===== config.mk =====
export PLATFORM = sky130hd
export DESIGN_NAME = acq_sample_fifo
export DESIGN_NICKNAME = d
export VERILOG_FILES = /design/src/rtl/acq_sample_fifo.sv
export SDC_FILE = /design/constraint.sdc
export NUM_CORES = 1
export LEC_CHECK = 0
export ABC_AREA = 0
export CORE_MARGIN = 8
export CORE_UTILIZATION = 25
export CTS_BUF_LIST = sky130_fd_sc_hd__clkbuf_2 sky130_fd_sc_hd__clkbuf_4 sky130_fd_sc_hd__clkbuf_8
export CTS_CLUSTER_SIZE = 14
export DETAILED_ROUTE_END_ITERATION = 6
export MAX_ROUTING_LAYER = met4
export PLACE_DENSITY = 0.39
export SKIP_CTS_REPAIR_TIMING = 1
export SYNTH_ARGS = -nofsm -noshare
export SYNTH_HDL_FRONTEND = slang
export SYNTH_SLANG_ARGS = --single-unit

===== constraint.sdc =====
create_clock -name clk -period 3.12 [get_ports clk]
set_input_delay 0.936 -clock clk [delete_from_list [all_inputs] [get_ports clk]]
set_output_delay 0.936 -clock clk [all_outputs]
set_load 0.03 [all_outputs]

===== src/rtl/acq_sample_fifo.sv =====
// Sample FIFO for acq_ctrl: buffers samples during the acquisition window, streams them out with a last tag.
// Optional build macro ACQ_FIFO_STATS_EN adds a saturating drop_cnt output.
module acq_sample_fifo #(
    parameter  int DATA_W = 16,
    parameter  int DEPTH  = 16,
    localparam int AW     = $clog2(DEPTH)
) (
    input  logic              clk,
    input  logic              rst,
    input  logic              acq_en,
    input  logic              in_valid,
    input  logic [DATA_W-1:0] in_data,
    output logic              out_valid,
    input  logic              out_ready,
    output logic [DATA_W-1:0] out_data,
    output logic              out_last,
    output logic [AW:0]       level,
    output logic              full,
    output logic              empty,
`ifdef ACQ_FIFO_STATS_EN
    output logic [15:0]       drop_cnt,
`endif
    output logic              overflow
);

    typedef enum logic [1:0] {
        S_IDLE,
        S_CAPTURE,
        S_DRAIN
    } state_t;

    localparam logic [AW:0]   LVL_ONE  = (AW+1)'(1);
    localparam logic [AW:0]   LVL_FULL = (AW+1)'(DEPTH);
    localparam logic [AW-1:0] PTR_ONE  = AW'(1);

    state_t              r_state;
    logic [AW-1:0]       r_wr_ptr;
    logic [AW-1:0]       r_rd_ptr;
    logic [AW:0]         r_level;
    logic                r_overflow;
    logic [DATA_W-1:0]   r_mem [DEPTH];

    logic w_full;
    logic w_empty;
    logic w_out_valid;
    logic w_wr;
    logic w_drop;
    logic w_pop;
    logic w_start;

    assign w_full  = (r_level == LVL_FULL);
    assign w_empty = (r_level == '0);

    // The newest entry is held back during capture so the last tag can be placed once the window closes.
    always_comb begin
        // NOTE: default assignment first so every path drives the signal and no latch is inferred.
        w_out_valid = 1'b0;
        case (r_state)
            S_CAPTURE: w_out_valid = (r_level > LVL_ONE);
            S_DRAIN:   w_out_valid = !w_empty;
            default:   w_out_valid = 1'b0;
        endcase
    end

    assign w_wr    = acq_en & in_valid & ~w_full & (r_state != S_DRAIN);
    assign w_drop  = acq_en & in_valid & ~w_wr;
    assign w_pop   = w_out_valid & out_ready;
    assign w_start = (r_state == S_IDLE) & acq_en;

    always_ff @(posedge clk) begin
        // NOTE: sequential state uses non-blocking assignments so all registers update from pre-edge values.
        if (rst) begin
            r_state    <= S_IDLE;
            r_wr_ptr   <= '0;
            r_rd_ptr   <= '0;
            r_level    <= '0;
            r_overflow <= 1'b0;
        end else begin
            if (w_wr)  r_wr_ptr <= r_wr_ptr + PTR_ONE;
            if (w_pop) r_rd_ptr <= r_rd_ptr + PTR_ONE;

            case ({w_wr, w_pop})
                2'b10:   r_level <= r_level + LVL_ONE;
                2'b01:   r_level <= r_level - LVL_ONE;
                default: r_level <= r_level;
            endcase

            if (w_drop)       r_overflow <= 1'b1;
            else if (w_start) r_overflow <= 1'b0;

            case (r_state)
                S_IDLE: begin
                    if (acq_en) r_state <= S_CAPTURE;
                end
                S_CAPTURE: begin
                    if (!acq_en) r_state <= w_empty ? S_IDLE : S_DRAIN;
                end
                S_DRAIN: begin
                    if (w_pop && r_level == LVL_ONE) r_state <= S_IDLE;
                end
                default: r_state <= S_IDLE;
            endcase
        end
    end

    // NOTE: the sample array is not reset; out_data is masked while out_valid is low instead.
    always_ff @(posedge clk) begin
        if (w_wr) r_mem[r_wr_ptr] <= in_data;
    end

`ifdef ACQ_FIFO_STATS_EN
    logic [15:0] r_drop_cnt;

    always_ff @(posedge clk) begin
        if (rst || w_start)                  r_drop_cnt <= '0;
        else if (w_drop && r_drop_cnt != '1) r_drop_cnt <= r_drop_cnt + 16'd1;
    end

    assign drop_cnt = r_drop_cnt;
`endif

    assign out_valid = w_out_valid;
    assign out_data  = w_out_valid ? r_mem[r_rd_ptr] : '0;
    assign out_last  = w_out_valid & (r_state == S_DRAIN) & (r_level == LVL_ONE);
    assign level     = r_level;
    assign full      = w_full;
    assign empty     = w_empty;
    assign overflow  = r_overflow;

endmodule

# Word-level counts from Yosys, hierarchy flattened

Memory sizes are Yosys's and may differ from the RTL's. A register that Yosys moved wholly into a read port is not among the register bits.
Index checks and enable logic that the tools add are counted.

Add/sub/neg operators: 4
Order comparisons: 1
Eq/ne operators: 10
Multiplexer cells: 14
Bitwise logic cells: 10
Reduce and logical (&&, ||, !) cells: 7

Operators by type and width:

| kind                                                | number |
|---|---|
| 2-to-1 mux 16 bit                                   | 1 |
| one-hot mux 5 bit (2 select lines)                  | 1 |
| adder 4 x 1 -> 4 bit (second input constant)        | 2 |
| AND 1 bit                                           | 8 |
| 2-to-1 mux 2 bit                                    | 4 |
| 2-to-1 mux 4 bit                                    | 2 |
| != test 2 bit (second input constant)               | 4 |
| one-hot mux 2 bit (3 select lines)                  | 1 |
| adder 5 x 1 -> 5 bit (second input constant)        | 1 |
| == test 5 x 1 -> 1 bit (second input constant)      | 1 |
| == test 5 bit (second input constant)               | 1 |
| > comparator 5 x 1 -> 1 bit (second input constant) | 1 |
| logical NOT 5 bit                                   | 1 |
| subtractor 5 x 1 -> 5 bit (second input constant)   | 1 |
| == test 2 x 1 -> 1 bit (second input constant)      | 2 |
| == test 2 bit (second input constant)               | 2 |
| 2-to-1 mux 1 bit                                    | 4 |
| nonzero test 2 bit                                  | 2 |
| AND reduction 3 bit                                 | 1 |
| logical NOT 2 bit                                   | 1 |
| inverter 1 bit                                      | 2 |
| one-hot mux 1 bit (2 select lines)                  | 1 |
| logical AND 1 bit                                   | 1 |
| logical NOT 1 bit                                   | 1 |

Register bits: 16
RAM bits: 256
Input bits: 21
Output and inout bits: 26
Logic and storage cells: 52
Memories kept: 1

Memory list:

| name  | words | width | read ports | clocked after Yosys merged registers in | write ports | RTL line | source |
|---|---|---|---|---|---|---|---|
| r_mem | 16    | 16    | 1          | 1                                       | 1           | 41       | `logic [DATA_W-1:0] r_mem [DEPTH];` |

# Logic depth before layout (Yosys ltp)

Gate-level depths: netlist of the first run.

Word-level depth: 7
Mapped depth: 11
Depth with buffers taken out: 10

# Least setup slack after synthesis of the first run

Ideal clock, no wire load.

Kind: register to register
Start point: register r_level[0] (netlist: level[0])
End point: memory r_mem[0][0], enable pin
Setup time: 0.409 ns
Data arrival time: 3.114 ns
Slack: -0.404 ns
Cell stages (with the launch flop): 7
Buffers on the path: 0
Period minus slack after synthesis: 3.524 ns
Cells stage by stage: dfxtp_1 inv_1 ha_1 nor4bb_1 nor3_1 nand2_1 nor3_1

Longest elaborated chain between the ends: 6

Ends and longest elaborated chain:

| element                                | RTL line | source |
|---|---|---|
| start: declaration                     | 39       | `logic [AW:0] r_level;` |
| start signal: assignment               | 83       | `2'b10: r_level <= r_level + LVL_ONE;` |
| start signal: assignment               | 84       | `2'b01: r_level <= r_level - LVL_ONE;` |
| start signal: assignment               | 85       | `default: r_level <= r_level;` |
| == test 5 bit                          | 51       | `assign w_full = (r_level == LVL_FULL);` |
| net full                               | 18       | `output logic full,` |
| inverter 1 bit                         | 65       | `assign w_wr = acq_en & in_valid & ~w_full & (r_state != S_DRAIN);` |
| AND 1 bit (2 in a row)                 | 65       |  |
| 2-to-1 mux 1 bit                       | 108      | `if (w_wr) r_mem[r_wr_ptr] <= in_data;` |
| 2-to-1 mux 1 bit (implied by the code) | 108      |  |
| end: declaration                       | 41       |  |

The timed path passes the listed nets, and every way through them passes these cells.

# Worst setup path after layout of the first run

Start point: register r_level[1] (netlist: level[1])
End point: output out_data[14]

Longest elaborated chain between the ends: 4
Elaborated cells between the ends (all ways): 5
Classes of those cells: order compare: 1; mux: 2; reduce/logical: 2

Ends and longest elaborated chain:

| element                                                             | RTL line | source |
|---|---|---|
| branches (longest 2 deep; another with > comparator 5 x 1 -> 1 bit) | n/a      |  |
| one-hot mux 1 bit (2 select lines) *                                | 58       | `case (r_state)` |
| 2-to-1 mux 16 bit *                                                 | 123      | `assign out_data = w_out_valid ? r_mem[r_rd_ptr] : '0;` |
| end: declaration                                                    | 15       | `output logic [DATA_W-1:0] out_data,` |

Mark *: on every way between the ends.

==> metrics.txt, run 1 <==
top-level I/O count=47; post-synth cell types=41; Cells after DPL=1210; CP Cell Sequence=inv_2 > ha_4 > or4b_4 > o311a_4 > o21ai_4 > buf_12 > buf_8 > nor3_1 > buf_4; post-route design area=14000 sq um; DIE WIDTH=225 um; worst-path fanout max=7; CP peak stage delay=0.48 ns; power density over cell area=553 nW/um^2; largest net degree at the start of global routing=between 50 and 60; final std cells w/o fill=1307; H-Tree Depth=2; global router's overall resource usage=between 10% and 20%; HP Start=r_state[0]$_SDFFE_PP0P_; combinational power share=7.5%; antenna-violating nets left=0; r2r worst-path depth=12; failing checks=negative setup slack; total CTS buffers=46; CTS tree=done; Avg Cell Area, Syn=between 15 and 20 sq um; Final Skew=0.0183 ns; Post-synth top cells=edfxtp_1, mux4_2, nor2_1; Async S/R FF share, synth=0%; status=complete, but fails checks; full die area=50400 sq um; simple-gate area share of the yosys netlist=4.97%; Reg-to-Reg End=level[3]$_SDFFE_PP0P_; first-pass GRT wire length=around 39000 um; final setup fails=19; CTS Root Cell=clkbuf_8; WHS=0.520 ns; # nets final=723; FP Rows=76; Post-Route Setup TNS=-4.79 ns; start of the worst register-to-register path=level[1]$_SDFFE_PP0P_; mux share of post-synthesis cell area=around 14%; complex-gate fraction of the synthesized area=about 3.2%; fin crit share=111%; First-pass DRT Iterations=4; Seq pwr share=52.9%; ys flop type=edfxtp_1; Fin. Hold Viols=0; cell area after placement=12600 sq um; Sw Ratio=22.4%; Required @ worst endpoint=2.18 ns; Synth-to-Final Area Change=29.1%; Area contributors post-synth=edfxtp_1, mux4_2, dfxtp_1; Worst Hold Class=flip-flop to flip-flop; setup ws final=-0.330 ns; Hold EP=r_state[0]$_SDFFE_PP0P_; Post-route DRC=0; number of port buffers=between 40 and 50; Gate Count Post-Synth=555; adder-cell share of the synthesized area=under 10%; Internal Power=6.02 mW; Yosys Warn Count=0; largest family of logic cells by synthesized area=multiplexers; fmax=290 MHz; core area=43000 sq um; clk sink count=about 280; Worst-Skew Late Latency=0.56 ns; count leader, synth=edfxtp_1; Wirelength per Cell=20.4 um; maximum VDD drop=just under 200 uV; slowest CP cell=or4b_4; Arr. time, crit path=2.51 ns; Max clock buf depth=3; CTS clk-pin slew, worst paths=0.07 ns; via-per-instance ratio=4.30; ANT cells=0; area occupied by multi-input gates=3000 sq um; synthesized area=10900 sq um; dpl ws=between 0.05 and 0.06 ns; sequential cell area=8100 sq um; WS Path Type=flip-flop to output port; max-slew violations=0; Yosys top cell by area=edfxtp_1; post-synth top area share=a little over two thirds; max-cap violations=0; fill count=4174; xor/xnor share of the synthesized area=0.564%; initial antenna violation count=0; Top delay family on crit path=buffers and inverters; Starting Density=~25%; GP Congestion=0.780; 1st-iter DRT viols=between 300 and 400; post-layout util=32.6%; relative slew slack=54.7%; vias=roughly 5600; total grt overflow=0; hold path cells=2; Buf+Inv Stages, Crit Path=4; post-synthesis sequential area ratio=74.4%; fin crit period=3.45 ns; Post-synth EDFFs=between 200 and 300; number of global-route vias before repair=6260; RSZ-0062 raised after global routing=true; Clock power frac=39.6%; Worst Tran Pin Value=0.678 ns; Psw=approximately 1.7 mW; hpwl dp=16900 um; number of synthesized register bits=276; post-synth net total=589; flop-to-flop setup slack=0.57 ns; endpoint class of the critical path=output port; total power=between 7 and 8 mW; Die Y-Extent=around 220 um; final WL=26700 um; startpoint types=flip-flop; fraction of layout cells with a size suffix above 1=40.2%; leakage=4.39 nW
-- placed cells by master (no fill, tap or decap), types with 7 or more instances in the layout --
| master | n |
|---|---|
| nor3_2 | 9 |
| a21oi_1 | 7 |
| o22ai_1 | 10 |
| ha_1 | 11 |
| nor3_4 | 9 |
| clkinv_1 | 13 |
| a211oi_2 | 11 |
| inv_1 | 7 |
| mux4_2 | 64 |
| nor2_1 | 12 |
| buf_6 | 14 |
| nor2b_1 | 19 |
| nand2_1 | 8 |
| buf_12 | 15 |
| clkbuf_8 | 49 |
| nor2_2 | 13 |
| edfxtp_1 | 256 |
| buf_4 | 55 |
| dfxtp_1 | 15 |
| clkdlybuf4s50_1 | 27 |
| clkbuf_4 | 12 |
-- state kept, by name, summed over array words and instances (netlist names), named ones only --
| signal | count |
|---|---|
| r_mem | 256 |
| level | 5 |
| r_rd_ptr | 4 |
| overflow | 1 |
| r_wr_ptr | 4 |
| r_state | 2 |
-- layout make-up --
cell class / instances / area share, %
clock inverters: 20 / 0.794
clock buffers: 61 / 5.45
flip-flops and latches: 276 / 57.7
well taps: 585 / 5.22
inverters: 9 / 0.259
repair buffers: 118 / 9.17
multi-input cells: 238 / 21.4
-- layer usage --
metal  up-vias  global-route usage [%]  wire length, um
li1       2543                       -                -
met1      2920                    12.6            11600
met2       103                    18.1            13400
met3        54                    2.14              981
met4         0                    3.12              590
met5         -                       -                0
-- cells by family after synthesis --
group           Yosys count
simple gates             99
compound gates           49
xor+xnor                  7
buf+inv                  41
fa+ha+maj                13
mux                      70
flops                   276
-- power by group through the flow --
stage	logic [mW]	clock network [mW]	registers (mW)
floorplan	0.259	0	4.18
global route	0.629	3.33	4.10
CTS	0.494	3.19	4.10
global placement	0.480	0	4.17
detailed placement	0.491	0	4.18
finish	0.582	3.07	4.10
-- worst max-delay path by stage --
| stage | from | to | slack (ns) | cells after the start |
|---|---|---|---|---|
| 5_1_grt | level[0]$_SDFFE_PP0P_ | out_data[0] | -0.44 | 10 |
| 3_5_place_dp | flip-flop | out_data[13] | 0.05 | 7 |
| 4_1_cts | flip-flop | out_data[13] | -0.57 | 7 |
| 2_1_floorplan | level[0]$_SDFFE_PP0P_ | out_data[11] | -0.10 | 7 |
| 3_3_place_gp | flip-flop | out_data[13] | 0.05 | 7 |
| 6_report | level[1]$_SDFFE_PP0P_ | out_data[14] | -0.33 | 9 |
-- worst reg2reg max path: stages (launching register included) --
cell and delay (ns):
dfxtp_2 0.35, inv_2 0.06, buf_4 0.15, ha_4 0.17, nor4b_4 0.14, buf_4 0.14, or3_1 0.36, nand2_1 0.09
ha_1 0.16, or4b_1 0.45, a21oi_1 0.19, xnor2_1 0.14, nor2_1 0.05
Power figures use the tool's default switching activity.
==> inputs of run 2 (changes only) <==
Settings changed: CORE_UTILIZATION 25 to 35, PLACE_DENSITY 0.39 to 0.51, SLEW_MARGIN set to 5.
==> metrics.txt, run 2 (synthesis results as in run 1) <==
endpoint class of the critical path=output port (unchanged); hpwl dp=15900 um (was 16900 um); first-pass GRT wire length=39500 um (was 39000 um); max FFs per register=256 (unchanged); 1st-iter DRT viols=415 (was 334); Worst Hold Class=flip-flop to flip-flop (unchanged); Post-Route Setup TNS=-3.28 ns (was -4.79 ns); relative slew slack=56.2% (was 54.7%); Starting Density=35.5% (was 25.3%); final WL=26800 um (was 26700 um); First-pass DRT Iterations=4 (unchanged); total CTS buffers=45 (was 46); largest net degree at the start of global routing=35 (was 51); power density over cell area=540 nW/um^2 (was 553 nW/um^2); CTS tree=done (unchanged); Synth-to-Final Area Change=30.7% (was 29.1%); Arr. time, crit path=2.40 ns (was 2.51 ns); setup ws final=-0.211 ns (was -0.330 ns); startpoint types=flip-flop (unchanged); fraction of layout cells with a size suffix above 1=44.6% (was 40.2%); worst-path fanout max=5 (was 7); largest register by flop count=r_mem (unchanged); failing checks=negative setup slack (unchanged); Worst Tran Pin Value=0.655 ns (was 0.678 ns); number of port buffers=46 (unchanged); CTS Root Cell=clkbuf_8 (unchanged); CTS clk-pin slew, worst paths=0.06 ns (was 0.07 ns); CP Cell Sequence=inv_2 > ha_4 > or4b_4 > o311a_4 > o21ai_4 > buf_12 > clkbuf_16 > nor3_4 > buf_6 (was inv_2 > ha_4 > or4b_4 > o311a_4 > o21ai_4 > buf_12 > buf_8 > nor3_1 > buf_4); total power=7.67 mW (was 7.76 mW); via-per-instance ratio=5.11 (was 4.30); top-level I/O count=47 (unchanged); Max clock buf depth=3 (unchanged); commonest non-fill, non-tap cell in the layout=edfxtp_1 (unchanged); Worst-Skew Late Latency=0.55 ns (was 0.56 ns); CP peak stage delay=0.47 ns (was 0.48 ns); leakage=4.58 nW (was 4.39 nW); status=complete, but fails checks (unchanged); ANT cells=0 (unchanged); Post-route DRC=0 (unchanged); vias=5851 (was 5620); total grt overflow=0 (unchanged); WS Path Type=flip-flop to output port (unchanged); Wirelength per Cell=23.4 um (was 20.4 um); number of global-route vias before repair=6253 (was 6260); GP Congestion=0.815 (was 0.780); RSZ-0062 raised after global routing=true (unchanged); DIE WIDTH=192 um (was 225 um); slowest CP cell=or4b_4 (unchanged); fin crit share=107% (was 111%); final setup fails=18 (was 19); commonest cells after routing, fill and taps aside=edfxtp_1, mux4_2, buf_4 (unchanged); clk sink count=276 (unchanged); max-slew violations=0 (unchanged); Die Y-Extent=192 um (was 225 um); Fin. Hold Viols=0 (unchanged); fin crit period=3.33 ns (was 3.45 ns); fmax=300 MHz (was 290 MHz); max-cap violations=0 (unchanged); Top delay family on crit path=buffers and inverters (unchanged); full die area=37000 sq um (was 50400 sq um); Required @ worst endpoint=2.18 ns (about the same); H-Tree Depth=2 (unchanged); FP Rows=64 (was 76); initial antenna violation count=0 (unchanged); global router's overall resource usage=14.8% (was 10.6%); antenna-violating nets left=0 (unchanged); # nets final=748 (was 723); core area=30600 sq um (was 43000 sq um); Final Skew=0.0205 ns (was 0.0183 ns); Buf+Inv Stages, Crit Path=4 (unchanged); maximum VDD drop=373 uV (was 196 uV)
[run 2: changes by cell type in the layout (fill, tap and decap cells not counted), moves of 4 or more]
cell / change
nor3_2: -4
a211oi_4: +8
o22ai_2: +9
a211oi_2: -5
o22ai_1: -8
buf_4: +9
buf_12: +5
buf_6: +12
clkbuf_4: +6
nor3_4: +7
[run 2: metrics by stage]
step	utilization, %	area [sq um]	hold WS, ns	std cells	setup slack [ns]
floorplan	-	10900	0.466	555	-0.104
global placement	40.4	12400	0.479	1025	0.112
detailed placement	40.4	12400	0.494	1025	0.0451
CTS	43.2	13200	0.507	1107	-0.556
global route	46.5	14200	0.562	1145	-0.304
finish	46.5	14200	0.503	1145	-0.211
[run 2: final cells by class]
| type | instances | area, sq um |
|---|---|---|
| Clock buffer | 64 | 768 |
| Clock inverter | 18 | 77.6 |
| Fill cell | 2647 | 16400 |
| Inverter | 9 | 33.8 |
| Multi-Input combinational cell | 238 | 3170 |
| Sequential cell | 276 | 8100 |
| Tap cell | 396 | 495 |
| Timing Repair Buffer | 144 | 1560 |
[run 2: final timing paths]
path / from / end / slack (ns) / cells after the start
min reg2reg: r_state[0]$_SDFFE_PP0P_ / r_state[0]$_SDFFE_PP0P_ / 0.50 / 2
min: r_state[0]$_SDFFE_PP0P_ / r_state[0]$_SDFFE_PP0P_ / 0.50 / 2
max: level[1]$_SDFFE_PP0P_ / out_data[13] / -0.21 / 9
max reg2reg: level[0]$_SDFFE_PP0P_ / level[3]$_SDFFE_PP0P_ / 0.61 / 12
[run 2: power by group]
part | switching [mW] | total, mW | internal, mW
Clock | 1.37 | 2.95 | 1.59
Sequential | 0.0198 | 4.10 | 4.08
Combinational | 0.318 | 0.615 | 0.298
[run 2: worst reg2reg max path, cell delays in order (launching register included)]
cell	delay, ns
dfxtp_4	0.37
buf_6	0.10
inv_1	0.06
ha_2	0.19
nor4b_4	0.13
buf_4	0.15
or3_1	0.37
nand2_1	0.09
ha_1	0.17
or4b_1	0.43
a21oi_1	0.17
xnor2_1	0.13
nor2_1	0.05
[run 2: layer usage]
| layer | track usage (%) | part of all wire (%) |
|---|---|---|
| met5 | - | 0 |
| met4 | 4.20 | 1.8 |
| met3 | 2.29 | 3.6 |
| met2 | 24.2 | 51 |
| met1 | 18.9 | 44 |
==> inputs of run 3 (changes only) <==
Settings changed: CTS_BUF_LIST sky130_fd_sc_hd__clkbuf_2 sky130_fd_sc_hd__clkbuf_4 sky130_fd_sc_hd__clkbuf_8 to sky130_fd_sc_hd__clkbuf_16, CTS_CLUSTER_SIZE 14 to unset.
==> metrics.txt, run 3 (synthesis results as in run 1) <==
Post-route DRC=0 (unchanged); final std cells w/o fill=1108 (was 1145); Die Y-Extent=192 um (unchanged); Final Skew=0.00670 ns (was 0.0205 ns); max-slew violations=0 (unchanged); number of global-route vias before repair=6004 (was 6253); full die area=37000 sq um (unchanged); Worst-Skew Late Latency=0.55 ns (about the same); post-layout util=46.5% (about the same); DIE WIDTH=192 um (unchanged); total CTS buffers=28 (was 45); leakage=4.59 nW (was 4.58 nW); endpoint class of the critical path=output port (unchanged); clk sink count=276 (unchanged); number of port buffers=46 (unchanged); CTS tree=done (unchanged); fmax=296 MHz (was 300 MHz); via-per-instance ratio=5.21 (was 5.11); startpoint types=flip-flop (unchanged); Required @ worst endpoint=2.18 ns (about the same); Cells after DPL=1025 (unchanged); First-pass DRT Iterations=4 (unchanged); # nets final=725 (was 748); fin crit share=108% (was 107%); 1st-iter DRT viols=405 (was 415); Arr. time, crit path=2.44 ns (was 2.40 ns); Wirelength per Cell=23.9 um (was 23.4 um); RSZ-0062 raised after global routing=true (unchanged); FP Rows=64 (unchanged); CTS Root Cell=clkbuf_16 (was clkbuf_8); vias=5776 (was 5851); setup ws final=-0.255 ns (was -0.211 ns); Fin. Hold Viols=0 (unchanged); fraction of layout cells with a size suffix above 1=41.4% (was 44.6%); initial antenna violation count=0 (unchanged); Post-Route Setup TNS=-3.86 ns (was -3.28 ns); largest net degree at the start of global routing=35 (unchanged); first-pass GRT wire length=38600 um (was 39500 um); GP Congestion=0.815 (unchanged); failing checks=negative setup slack (unchanged); hpwl dp=15900 um (unchanged); CTS clk-pin slew, worst paths=0.06 ns (about the same); largest register by flop count=r_mem (unchanged); top-level I/O count=47 (unchanged); global router's overall resource usage=14.4% (was 14.8%); core area=30600 sq um (unchanged); final WL=26500 um (was 26800 um); maximum VDD drop=545 uV (was 373 uV); total grt overflow=0 (unchanged); antenna-violating nets left=0 (unchanged); WHS=0.497 ns (was 0.503 ns); Worst Hold Class=flip-flop to flip-flop (unchanged); fin crit period=3.37 ns (was 3.33 ns); H-Tree Depth=1 (was 2); power density over cell area=571 nW/um^2 (was 540 nW/um^2); relative slew slack=55.8% (was 56.2%); status=complete, but fails checks (unchanged); WS Path Type=flip-flop to output port (unchanged); commonest non-fill, non-tap cell in the layout=edfxtp_1 (unchanged); Synth-to-Final Area Change=30.8% (was 30.7%); ANT cells=0 (unchanged); Starting Density=35.5% (unchanged); commonest cells after routing, fill and taps aside=edfxtp_1, mux4_2, buf_4 (unchanged); max FFs per register=256 (unchanged); final setup fails=18 (unchanged); max-cap violations=0 (unchanged); Worst Tran Pin Value=0.661 ns (was 0.655 ns); Max clock buf depth=3 (unchanged); worst-path fanout max=5 (unchanged)
==> run 3: cell types whose count changed in the layout (fill, tap and decap cells not counted), moves of 3 or more <==
cell / delta
clkinv_1: -6
clkbuf_16: +28
o22ai_1: +3
bufinv_16: +5
inv_1: +3
clkbuf_8: -46
buf_6: -5
clkbuf_4: -18
==> run 3: path summary, 6_finish.rpt <==
path,startpoint,to,slack (ns),cells past startpoint
worst max-delay path,level[1]$_SDFFE_PP0P_,out_data[10],-0.25,9
worst min-delay path,r_state[0]$_SDFFE_PP0P_,r_state[0]$_SDFFE_PP0P_,0.50,2
worst max register to register,level[0]$_SDFFE_PP0P_,level[3]$_SDFFE_PP0P_,0.60,12
worst min register to register,r_state[0]$_SDFFE_PP0P_,r_state[0]$_SDFFE_PP0P_,0.50,2
==> run 3: per-stage QoR <==
step                      power, mW  setup WS [ns]  instance area (sq um)
after global routing           8.38         -0.322                  14200
after global placement         4.63          0.112                  12400
after detailed placement       4.65         0.0451                  12400
final                          8.12         -0.255                  14200
after CTS                      8.05         -0.571                  13300
after floorplan                4.44         -0.104                  10900
==> run 3: layer usage <==
metal  global-route usage (%)  routed length [um]  up-vias
li1                         -                   -     2541
met1                     18.8               11700     3082
met2                     24.0               13300      115
met3                     1.76                 859       38
met4                     3.08                 531        0
met5                        -                   0        -
==> run 3: cell type report <==
cell class / instances / area (sq um)
repair buffers: 138 / 1510
inverters: 9 / 33.8
multi-input cells: 238 / 3130
fillers: 2629 / 16400
well taps: 396 / 495
clock buffers: 28 / 701
flip-flops and latches: 276 / 8100
clock inverters: 23 / 245
==> run 3: where the power goes <==
| group | switching (mW) | internal, mW | total, mW |
|---|---|---|---|
| clock | 1.38 | 2.04 | 3.42 |
| combinational | 0.318 | 0.289 | 0.607 |
| sequential | 0.0189 | 4.08 | 4.10 |
| total | 1.71 | 6.41 | 8.12 |
==> run 3: worst max-delay path, stage by stage (launching register included) <==
cell and delay [ns]:
dfxtp_2 0.33, inv_2 0.09, ha_4 0.12, or4b_4 0.47
o311a_4 0.17, o21ai_4 0.18, buf_12 0.16, clkbuf_16 0.17
nor3_4 0.05, buf_6 0.15
